--- config.mk ---
export PLATFORM = sky130hd
export DESIGN_NAME = cfg_readback_serializer
export DESIGN_NICKNAME = d
export VERILOG_FILES = /design/src/rtl/cfg_readback_serializer.sv
export SDC_FILE = /design/constraint.sdc
export NUM_CORES = 1
export LEC_CHECK = 0
export BUFFER_PORTS_ARGS = -buffer_cell sky130_fd_sc_hd__buf_2
export CELL_PAD_IN_SITES_DETAIL_PLACEMENT = 0
export CELL_PAD_IN_SITES_GLOBAL_PLACEMENT = 1
export CORE_AREA = 3 3 208 210
export DETAILED_ROUTE_END_ITERATION = 10
export DIE_AREA = 0 0 211 213
export PLACE_DENSITY = 0.55
export SYNTH_ARGS = -nofsm -noshare
export SYNTH_HDL_FRONTEND = slang
export SYNTH_SLANG_ARGS = --single-unit
--- constraint.sdc ---
create_clock -name SCK -period 3.5 [get_ports SCK]
set_clock_uncertainty 0.2 [all_clocks]
set_input_delay 0.175 -clock SCK [delete_from_list [all_inputs] [get_ports SCK]]
set_output_delay 0.175 -clock SCK [all_outputs]
set_load 0.02 [all_outputs]
--- src/rtl/cfg_readback_serializer.sv ---
// Configuration readback: shifts register bytes out on MISO, MSB first.
// Define CFG_READBACK_PARITY_EN to append an even-parity bit per byte.
module cfg_readback_serializer #(
  parameter int NUM_REGS = 36,
  parameter int ADDR_W   = 6,
  parameter int CFG_W    = 512
) (
  input  logic              SCK,
  input  logic              RST,
  input  logic [CFG_W-1:0]  cfg_data,
  input  logic              rd_start,
  input  logic [ADDR_W-1:0] start_addr,
  input  logic [ADDR_W-1:0] burst_len,
  input  logic              cs_active,
  output logic              miso,
  output logic              miso_oe,
  output logic              busy,
  output logic              byte_done,
  output logic [ADDR_W-1:0] cur_addr
);

  typedef enum logic [1:0] {
    IDLE  = 2'd0,
    SHIFT = 2'd1
`ifdef CFG_READBACK_PARITY_EN
    ,
    PAR   = 2'd2
`endif
  } state_t;

  state_t            state_q, state_d;
  logic [7:0]        sh_q, sh_d;
  logic [2:0]        cnt_q, cnt_d;
  logic [ADDR_W-1:0] rem_q, rem_d;
  logic [ADDR_W-1:0] addr_q, addr_d;
`ifdef CFG_READBACK_PARITY_EN
  logic              par_q, par_d;
`endif

  logic [ADDR_W-1:0] fetch_addr;
  logic [7:0]        fetch_byte;
  logic              abort;
  logic              advance;

  assign fetch_addr = (state_q == IDLE) ? start_addr
                    : ADDR_W'(addr_q + 1'b1);

  // Unimplemented addresses read as zero.
  always_comb begin
    fetch_byte = '0;
    if (int'(fetch_addr) < NUM_REGS)
      fetch_byte = cfg_data[{fetch_addr, 3'b000} +: 8];
  end

  always_comb begin
    state_d = state_q;
    sh_d    = sh_q;
    cnt_d   = cnt_q;
    rem_d   = rem_q;
    addr_d  = addr_q;
`ifdef CFG_READBACK_PARITY_EN
    par_d   = par_q;
`endif
    abort   = 1'b0;
    advance = 1'b0;

    unique case (state_q)
      IDLE: begin
        if (rd_start && cs_active) begin
          state_d = SHIFT;
          sh_d    = fetch_byte;
          cnt_d   = '0;
          addr_d  = start_addr;
          rem_d   = (burst_len == '0) ? ADDR_W'(1)
                                      : burst_len;
`ifdef CFG_READBACK_PARITY_EN
          par_d   = ^fetch_byte;
`endif
        end
      end
      SHIFT: begin
        unique case (1'b1)
          !cs_active:
            abort = 1'b1;
          cs_active && (cnt_q == 3'd7): begin
`ifdef CFG_READBACK_PARITY_EN
            state_d = PAR;
`else
            advance = 1'b1;
`endif
          end
          default: begin
            sh_d  = {sh_q[6:0], 1'b0};
            cnt_d = 3'(cnt_q + 3'd1);
          end
        endcase
      end
`ifdef CFG_READBACK_PARITY_EN
      PAR: begin
        if (!cs_active) abort = 1'b1;
        else            advance = 1'b1;
      end
`endif
      default: state_d = IDLE;
    endcase

    if (abort) begin
      state_d = IDLE;
      sh_d    = '0;
      cnt_d   = '0;
      rem_d   = '0;
    end else if (advance) begin
      // Back-to-back bytes: next bit7 follows bit0 directly.
      if (rem_q > ADDR_W'(1)) begin
        state_d = SHIFT;
        rem_d   = ADDR_W'(rem_q - 1'b1);
        addr_d  = fetch_addr;
        sh_d    = fetch_byte;
        cnt_d   = '0;
`ifdef CFG_READBACK_PARITY_EN
        par_d   = ^fetch_byte;
`endif
      end else begin
        state_d = IDLE;
        sh_d    = '0;
        cnt_d   = '0;
        rem_d   = '0;
      end
    end
  end

  always_ff @(posedge SCK) begin
    if (RST) begin
      state_q <= IDLE;
      sh_q    <= '0;
      cnt_q   <= '0;
      rem_q   <= '0;
      addr_q  <= '0;
`ifdef CFG_READBACK_PARITY_EN
      par_q   <= 1'b0;
`endif
    end else begin
      state_q <= state_d;
      sh_q    <= sh_d;
      cnt_q   <= cnt_d;
      rem_q   <= rem_d;
      addr_q  <= addr_d;
`ifdef CFG_READBACK_PARITY_EN
      par_q   <= par_d;
`endif
    end
  end

  always_comb begin
    miso      = 1'b0;
    byte_done = 1'b0;
    unique case (state_q)
      SHIFT: begin
        miso = sh_q[7];
`ifndef CFG_READBACK_PARITY_EN
        byte_done = (cnt_q == 3'd7);
`endif
      end
`ifdef CFG_READBACK_PARITY_EN
      PAR: begin
        miso      = par_q;
        byte_done = 1'b1;
      end
`endif
      default: ;
    endcase
  end

  assign busy     = (state_q != IDLE);
  assign miso_oe  = busy;
  assign cur_addr = addr_q;

endmodule

==> flow_metrics.py, run 1 <==
metrics = {
    "timing": {
        "setup_tns_ns": 0,
        "slew_headroom_pct": 38.0,
        "whs_ns": 0.00218,
        "maxSlewViolCount": 0,
        "rsz0062_at_grt": "false",
        "fmax_ghz": 0.331,
        "period_share_pct": 86.4,
        "finalSetupViolCount": 0,
        "min_period_ns": 3.02,
        "max_slew.worst_pin.slew_ns": 0.927,
        "hold_viol": 0,
    },
    "synth": {
        "synth_cells": 574,
        "yosys-top-cells-count": "106 x nand2_1, 35 x nor2_1, 31 x a21oi_1",
        "syn-cell-area_um2": 4310,
        "synth-seq-cells": 24,
        "ys_types": 64,
        "ys_seq_area_share_pct": 11.2,
        "ys_warn_count": 0,
        "synth-edff-count": 0,
        "yosysTopAreaCell": "mux4_2",
        "ys_top_cells_by_area": "mux4_2 15%, dfxtp_1 11%, nand2_1 9.2%",
        "yosysMostFrequentCell": "nand2_1",
        "synth.avg_cell_area_um2": 7.50,
        "synthArstFlopShare_pct": 0,
        "synth_top_area_share_pct": 14.6,
        "synthFlopType": "dfxtp_1",
        "synth_nets": 1107,
    },
    "global_route": {
        "grt_max_degree": 41,
        "grt_pass1_wl_um": 40500,
        "grt_pass1_vias": 6059,
        "grt_overflow": 0,
        "grt.total_usage_pct": 12.2,
        "antenna_found_initial": 8,
    },
    "placed_design": {
        "dp_hpwl_um": 24400,
        "gp_congestion": 0.845,
        "io_buffers": 313,
    },
    "setup_path": {
        "path_cells": "ha_1 > nand2_1 > nand2_4 > mux4_2 > a222oi_1 > a2bb2oi_1 > a31o_1 > nand3_1",
        "r2r_start": "cur_addr[1]",
        "worstSetupPathType": "reg -> reg",
        "startpoint": "cur_addr[1]",
        "crit_path_top_delay_cell": "a222oi_1",
        "reg2regPathDepth": 8,
        "worstReg2RegEnd": "sh_q[5]",
        "r2r_slack_ns": 0.48,
        "worst-endpoint-required_ns": 3.45,
        "arrival_ns": 2.97,
        "end_kind": "flip-flop",
        "cp-endpoint": "sh_q[5]",
        "path_max_fanout": 22,
        "cpPeakStageDelay_ns": 0.64,
        "cp-start-kind": "flip-flop",
    },
    "routing": {
        "postRouteAntennaNets": 0,
        "wire_per_inst_um": 20.4,
        "vias": 5972,
        "wl_um": 28900,
        "drc": 0,
        "via_per_inst": 4.21,
        "drt_iter0_markers": 299,
        "firstDrtPassIters": 5,
    },
    "min_path": {
        "hold_class": "in -> reg",
    },
    "power": {
        "power_w": 0.00141,
        "pwr_density_cell_nw_per_um2": 211,
        "peakVddDrop_v": 0.000161,
        "leakage_nw": 2.91,
    },
    "clocking": {
        "cts_buffer_depth": 2,
        "worstSkewPairLatency_ns": 0.26,
        "cts_resized": 0,
        "htree_levels": 1,
        "cts_tree": "done",
        "clock_sink_count": 24,
        "cts.clk_slew.worst_paths_ns": 0.07,
        "cts_root_buf": "clkbuf_16",
        "post_cts.repair.setup_buffers": 0,
        "cts_buffers": 3,
    },
    "status": {
        "status": "finished, final reports clean",
    },
    "final_layout": {
        "drive_above_1_share_pct": 46.2,
        "final_core_util_pct": 16.0,
        "area_delta_synth_final_pct": 55.6,
        "nets": 1413,
    },
    "floorplan": {
        "die_h_um": 213,
        "num_rows": 75,
        "dieWidth_um": 211,
        "initial_core_util_pct": 10.3,
        "ios": 538,
        "die_area_um2": 44900,
        "core_um2": 41800,
    },
    "run": {
        "maxCapViolCount": 0,
    },
}
[per-layer routing]
metal | share of wire (%) | track usage [%] | vias to the layer above
met4 | 0.66 | 1.13 | 2
met2 | 50 | 22.4 | 248
met3 | 5.4 | 2.00 | 13
met1 | 43 | 15.7 | 2850
met5 | 0.069 | 0 | -
li1 | - | - | 2859
[critical path, delay by kind of cell (launching register included)]
family,cells,cell delay [ns]
DFF,1,0.46
muxes,1,0.35
adders and majority gates,1,0.29
and+or+nand+nor,3,0.56
AOI/OAI and AO/OA,3,1.01
[cell type report]
| class | count | area (µm²) |
|---|---|---|
| repair buffers | 352 | 1890 |
| inverters | 14 | 52.6 |
| clock buffers | 3 | 75.1 |
| diodes | 3 | 7.51 |
| well taps | 539 | 674 |
| fillers | 4801 | 35100 |
| flip-flops and latches | 24 | 482 |
| multi-input cells | 485 | 3520 |
[what timing repair did]
| action | in CTS | in global routing |
|---|---|---|
| setup endpoints to repair | 0 | 0 |
| endpoints found under the hold margin | 2 | 0 |
| hold buffers | 2 | 0 |
[state kept, by name, summed over array words and instances, names as in the netlist]
| signal | flops |
|---|---|
| cur_addr | 6 |
| rem_q | 6 |
| sh_q | 8 |
| cnt_q | 3 |
| state_q | 1 |
[stage by stage]
step	cell area (µm²)	std cells	setup WS [ns]
floorplan	4310	574	0.841
global placement	6600	1412	0.441
detailed placement	6600	1412	0.429
CTS	6690	1417	0.414
global route	6690	1417	0.292
finish	6700	1420	0.476
[how the worst min path moves through the flow]
stage | startpoint | endpoint | slack [ns] | cells after the start
2_1_floorplan | start_addr[0] | cur_addr[0] | 0.13 | 2
3_3_place_gp | sh_q[5] | sh_q[5] | 0.24 | 2
3_5_place_dp | sh_q[5] | sh_q[5] | 0.24 | 2
4_1_cts | start_addr[3] | cur_addr[3] | 0.002 | 3
5_1_grt | start_addr[3] | cur_addr[3] | 0.03 | 3
6_report | burst_len[3] | rem_q[3] | 0.002 | 3
[power breakdown]
group	internal, W	leakage [nW]	switching, W
registers	0.000288	0.196	0.0000132
clock network	0.000152	0.0370	0.000104
logic	0.000395	2.68	0.000462
[cells by family after synthesis]
logic type               after synthesis  share of synthesized area [%]
AO/OA/AOI/OAI                        194                           32.9
XOR/XNOR                               5                           1.02
adder cells (fa/ha/maj)                5                           1.45
buffers and inverters                 65                           7.56
flip-flops                            24                           11.2
multiplexers                          53                           20.9
AND/OR/NAND/NOR                      228                           25.0
[placed cells by master, fill, tap and decap left out, drive strengths merged, types with 6 or more instances in the layout]
cell | Yosys | routed
buf | 29 | 350
o31ai | 6 | 6
inv | 14 | 14
mux2i | 11 | 11
a211oi | 28 | 28
a32oi | 9 | 9
nor3 | 11 | 11
a222oi | 7 | 7
mux4 | 28 | 28
and3 | 19 | 19
o211ai | 12 | 12
dfxtp | 24 | 24
nand2 | 108 | 108
o21ai | 25 | 25
nor2 | 35 | 35
a21o | 8 | 8
mux2 | 14 | 14
nor2b | 8 | 8
a311oi | 19 | 19
a21oi | 32 | 32
nand3 | 19 | 19
Power figures use the tool's default switching activity.
==> run 2: changes to the inputs <==
CORE_AREA = 3 3 210 212   (was 3 3 208 210)
DIE_AREA = 0 0 213 215   (was 0 0 211 213)
PLACE_DENSITY = 0.54   (was 0.55)
clock period = 3.7 ns   (was 3.5 ns; I/O delays follow)
==> run 2 against run 1 <==
Register-to-register slack improved by 0.02 ns. Sequential cell count did not move. Largest power group unchanged. First-iteration DRC count fell by 9.4%. Core utilization down 0.14 points. Global-route usage grew 0.18 points. Combinational power fell by 5.6%.
==> flow_metrics.py, run 2 (synthesis gave the netlist of run 1 again) <==
metrics = {
    "status": {
        "status": "finished, final reports clean",
    },
    "final_layout": {
        "multi_input_area_um2": 3530,
        "nets": 1407,
        "drive_above_1_share_pct": 46.2,
        "n_fill_cell": 4886,
        "top_register": "sh_q",
        "final_cell_mix": "313 x buf_2, 106 x nand2_1, 34 x nor2_1, 30 x a21oi_1, 29 x buf_4",
        "largest_register_ffs": 8,
        "seqCellArea_um2": 482,
        "area_delta_synth_final_pct": 55.6,
        "stdcell_area_um2": 6700,
        "layout_commonest_cell": "buf_2",
    },
    "setup_path": {
        "reg2regPathDepth": 8,
        "cpPeakStageDelay_ns": 0.71,
        "crit_path_top_delay_cell": "a222oi_1",
        "end_kind": "flip-flop",
        "worstSetupPathType": "reg -> reg",
        "path_cells": "buf_4 > nand2b_1 > nand2_4 > mux4_2 > a222oi_1 > a2bb2oi_1 > a31o_1 > nand3_1",
        "r2r_slack_ns": 0.50,
        "worst-endpoint-required_ns": 3.66,
        "worstReg2RegEnd": "sh_q[5]",
        "r2r_start": "state_q[0]",
        "cp-start-kind": "flip-flop",
        "arrival_ns": 3.17,
        "path_max_fanout": 39,
    },
    "routing": {
        "via_per_inst": 4.17,
        "drc": 0,
        "firstDrtPassIters": 4,
        "postRouteAntennaNets": 0,
        "drt_iter0_markers": 271,
        "wire_per_inst_um": 21.3,
        "wl_um": 30200,
        "vias": 5914,
    },
    "placed_design": {
        "gp_congestion": 0.769,
        "postPlaceCellArea_um2": 6560,
        "io_buffers": 313,
        "dp_hpwl_um": 25600,
    },
    "global_route": {
        "grt.total_usage_pct": 12.4,
        "grt_overflow": 0,
        "antenna_found_initial": 13,
        "grt_max_degree": 40,
        "grt_pass1_wl_um": 41400,
        "grt_pass1_vias": 6194,
    },
    "run": {
        "maxCapViolCount": 0,
    },
    "clocking": {
        "cts_buffers": 3,
        "worstSkewPairLatency_ns": 0.27,
        "cts.clk_slew.worst_paths_ns": 0.08,
        "cts_root_buf": "clkbuf_16",
        "post_cts.repair.setup_buffers": 0,
        "hold_buffers": 2,
        "clock_sink_count": 24,
        "cts_resized": 0,
        "htree_levels": 1,
        "cts_buffer_depth": 2,
        "cts_tree": "done",
    },
    "floorplan": {
        "die_h_um": 215,
        "initial_core_util_pct": 10.2,
        "dieWidth_um": 213,
        "core_um2": 42100,
        "die_area_um2": 45800,
        "num_rows": 75,
        "ios": 538,
    },
    "min_path": {
        "hold_class": "in -> reg",
        "holdPathStages": 2,
        "hp-start": "RST",
        "hold_end": "cur_addr[5]",
    },
    "timing": {
        "setup_tns_ns": 0,
        "rsz0062_at_grt": "false",
        "whs_ns": 0.0171,
        "fmax_ghz": 0.312,
        "maxSlewViolCount": 0,
        "finalSetupViolCount": 0,
        "hold_viol": 0,
        "period_share_pct": 86.6,
        "max_slew.worst_pin.slew_ns": 1.05,
        "min_period_ns": 3.20,
        "slew_headroom_pct": 29.7,
    },
    "power": {
        "pwr_density_cell_nw_per_um2": 212,
        "peakVddDrop_v": 0.000139,
        "leakage_nw": 2.89,
    },
}
-- run 2: area by class of cell --
cell class | count | area share, %
flip-flops and latches | 24 | 7.19
inverters | 14 | 0.784
clock inverters | 1 | 0.448
well taps | 539 | 10.1
multi-input cells | 485 | 52.7
diodes | 5 | 0.187
repair buffers | 346 | 27.5
clock buffers | 3 | 1.12
-- run 2: how the worst max path moves through the flow --
stage,start,end,slack (ns),depth (start not counted)
floorplan,cur_addr[1],sh_q[2],1.04,10
global placement,cur_addr[0],sh_q[3],0.59,8
detailed placement,cur_addr[0],sh_q[3],0.43,8
CTS,cur_addr[0],sh_q[3],0.40,8
global route,cur_addr[0],sh_q[3],0.19,8
finish,state_q[0],sh_q[5],0.50,8
-- run 2: through the flow --
step                      cells  total power, W  utilization [%]  setup WS (ns)
after floorplan             574        0.000721                -           1.04
after CTS                  1412         0.00144             15.9          0.400
final                      1417         0.00142             15.9          0.496
after global placement     1406         0.00111             15.6          0.594
after global routing       1416         0.00151             15.9          0.192
after detailed placement   1406         0.00111             15.6          0.427
-- run 2: layer usage --
metal | vias to the layer above | global-route usage (%) | wire (µm)
li1 | 2839 | - | -
met1 | 2770 | 15.6 | 13200
met2 | 264 | 21.7 | 14600
met3 | 31 | 2.83 | 1840
met4 | 10 | 2.35 | 554
met5 | - | 0 | 66
-- run 2: where the power goes --
part	switching [W]	internal, W
Combinational	0.000439	0.000369
Sequential	0.0000125	0.000272
Clock	0.000113	0.000216
Total	0.000565	0.000857
-- run 2: critical path, delay by kind of cell, from the launching register on --
family | cells | cell delay, ns
AO/OA/AOI/OAI | 3 | 1.09
buffers and inverters | 1 | 0.38
flip-flops | 1 | 0.36
multiplexers | 1 | 0.38
AND/OR/NAND/NOR | 3 | 0.65
==> run 3: changes to the inputs <==
BUFFER_PORTS_ARGS = unset   (was -buffer_cell sky130_fd_sc_hd__buf_2)
CORE_AREA = 3 3 208 210   (was 3 3 210 212)
DIE_AREA = 0 0 211 213   (was 0 0 213 215)
DONT_BUFFER_PORTS = 1   (was unset)
PLACE_DENSITY = unset   (was 0.54)
PLACE_DENSITY_LB_ADDON = 0.1   (was unset)
==> run 3 against run 2 <==
Register-to-register slack worse by 0.11 ns. Global-route usage about the same. Critical path depth down 1. Setup slack worse by 0.11 ns. Count of clock-buffer cells in the layout unchanged. Sequential share of layout area up 2.0 points. Non-clock buffer count down 300. Die area down 1.9%. Maximum frequency down 3.4%. Combinational power down 18%. Sequential power about the same. Critical endpoint is now sh_q[3]. Largest power group unchanged.
==> flow_metrics.py, run 3 (synthesis gave the netlist of run 1 again) <==
metrics = {
    "setup_path": {
        "worstSetupPathType": "reg -> reg",
        "cp-start-kind": "flip-flop",
        "worst-endpoint-required_ns": 3.70,
        "arrival_ns": 3.31,
        "cp_top_family": "simple AND/OR/NAND/NOR gates",
        "path_cells": "nand3_1 > nor4b_1 > nor4_2 > nor3_1 > a2bb2oi_1 > o211a_1 > o211ai_1",
        "cpPeakStageDelay_ns": 0.94,
        "cp.buffers_inverters": 0,
        "end_kind": "flip-flop",
        "path_max_fanout": 8,
        "r2r_start": "cur_addr[2]",
        "startpoint": "cur_addr[2]",
        "crit_path_top_delay_cell": "nor3_1",
    },
    "timing": {
        "maxSlewViolCount": 0,
        "slew_headroom_pct": 25.2,
        "hold_viol": 0,
        "setup_tns_ns": 0,
        "min_period_ns": 3.32,
        "max_slew.worst_pin.slew_ns": 1.11,
        "setup_ws_ns": 0.382,
        "period_share_pct": 89.7,
        "rsz0062_at_grt": "false",
        "fmax_ghz": 0.301,
        "finalSetupViolCount": 0,
    },
    "min_path": {
        "hp-start": "burst_len[1]",
        "hold_class": "in -> reg",
    },
    "routing": {
        "wire_per_inst_um": 26.5,
        "wl_um": 29400,
        "drt_iter0_markers": 324,
        "firstDrtPassIters": 6,
        "via_per_inst": 4.38,
        "vias": 4875,
        "drc": 0,
        "postRouteAntennaNets": 0,
    },
    "global_route": {
        "grt_max_degree": 47,
        "grt_overflow": 0,
        "grt_pass1_wl_um": 39900,
        "grt.total_usage_pct": 12.5,
        "grt_pass1_vias": 5281,
        "antenna_found_initial": 7,
    },
    "power": {
        "peakVddDrop_v": 0.0000970,
        "pwr_density_cell_nw_per_um2": 230,
        "leakage_nw": 1.70,
    },
    "final_layout": {
        "area_delta_synth_final_pct": 21.4,
        "nets": 1107,
        "final_core_util_pct": 12.5,
        "largest_register_ffs": 8,
        "layout_commonest_cell": "nand2_1",
        "drive_above_1_share_pct": 15.9,
        "final_cell_mix": "106 x nand2_1, 34 x nor2_1, 31 x buf_4, 30 x a21oi_1",
        "top_register": "sh_q",
    },
    "floorplan": {
        "num_rows": 75,
        "die_area_um2": 44900,
        "initial_core_util_pct": 10.3,
        "core_um2": 41800,
        "ios": 538,
        "die_h_um": 213,
        "dieWidth_um": 211,
    },
    "placed_design": {
        "io_buffers": 0,
        "gp_congestion": 0.760,
        "place_ws_ns": 0.373,
        "dp_hpwl_um": 24600,
    },
    "clocking": {
        "cts_buffers": 3,
        "htree_levels": 1,
        "cts.clk_slew.worst_paths_ns": 0.07,
        "cts_buffer_depth": 2,
        "worstSkewPairLatency_ns": 0.27,
        "cts_root_buf": "clkbuf_16",
        "cts_tree": "done",
        "clock_sink_count": 24,
    },
    "status": {
        "status": "finished, final reports clean",
    },
    "run": {
        "maxCapViolCount": 0,
    },
}
==> run 3: final cells by class <==
| type | instances | area [µm²] |
|---|---|---|
| fill | 4825 | 36500 |
| timing repair buffer | 46 | 423 |
| multi-input combinational | 485 | 3520 |
| inverter | 14 | 52.6 |
| clock buffer | 3 | 75.1 |
| tap | 539 | 674 |
| sequential | 24 | 482 |
| antenna | 2 | 5.00 |
==> run 3: what timing repair did <==
action                                 CTS  global route
hold buffers                            11             0
gates resized for setup                  0             0
endpoints found under the hold margin   11             0
buffers inserted                         0             0
==> run 3: layer usage <==
| metal | share of wire, % | up-vias | global-route usage [%] |
|---|---|---|---|
| met5 | 0.044 | - | 0 |
| met4 | 0.42 | 2 | 1.06 |
| met3 | 7.3 | 12 | 3.00 |
| met2 | 49 | 280 | 22.1 |
| met1 | 43 | 2345 | 16.0 |
| li1 | - | 2236 | - |
==> run 3: final timing paths <==
kind	to	slack, ns	cells after the start
worst max-delay path	sh_q[3]	0.38	7
worst min register to register	rem_q[5]	0.25	2
worst max register to register	sh_q[3]	0.38	7
worst min-delay path	rem_q[1]	0.02	4
==> run 3: worst reg2reg max path: stages, from the launching register on <==
cell and delay (ns):
dfxtp_1 0.62, nand3_1 0.16, nor4b_1 0.44, nor4_2 0.23
nor3_1 0.94, a2bb2oi_1 0.29, o211a_1 0.22, o211ai_1 0.14
==> run 3: power breakdown <==
group,total [W],switching (W),internal [W]
clock network,0.000252,0.000108,0.000144
logic,0.000665,0.000394,0.000272
registers,0.000287,0.0000154,0.000272
==> run 3: through the flow <==
stage	instances	instance area, µm²	hold slack (ns)	power (W)
finish	1113	5230	0.0227	0.00120
global route	1113	5230	0.0605	0.00130
CTS	1111	5220	0.0114	0.00124
detailed placement	1097	5040	0.0616	0.000968
global placement	1097	5040	0.0619	0.000966
floorplan	574	4310	0.144	0.000721
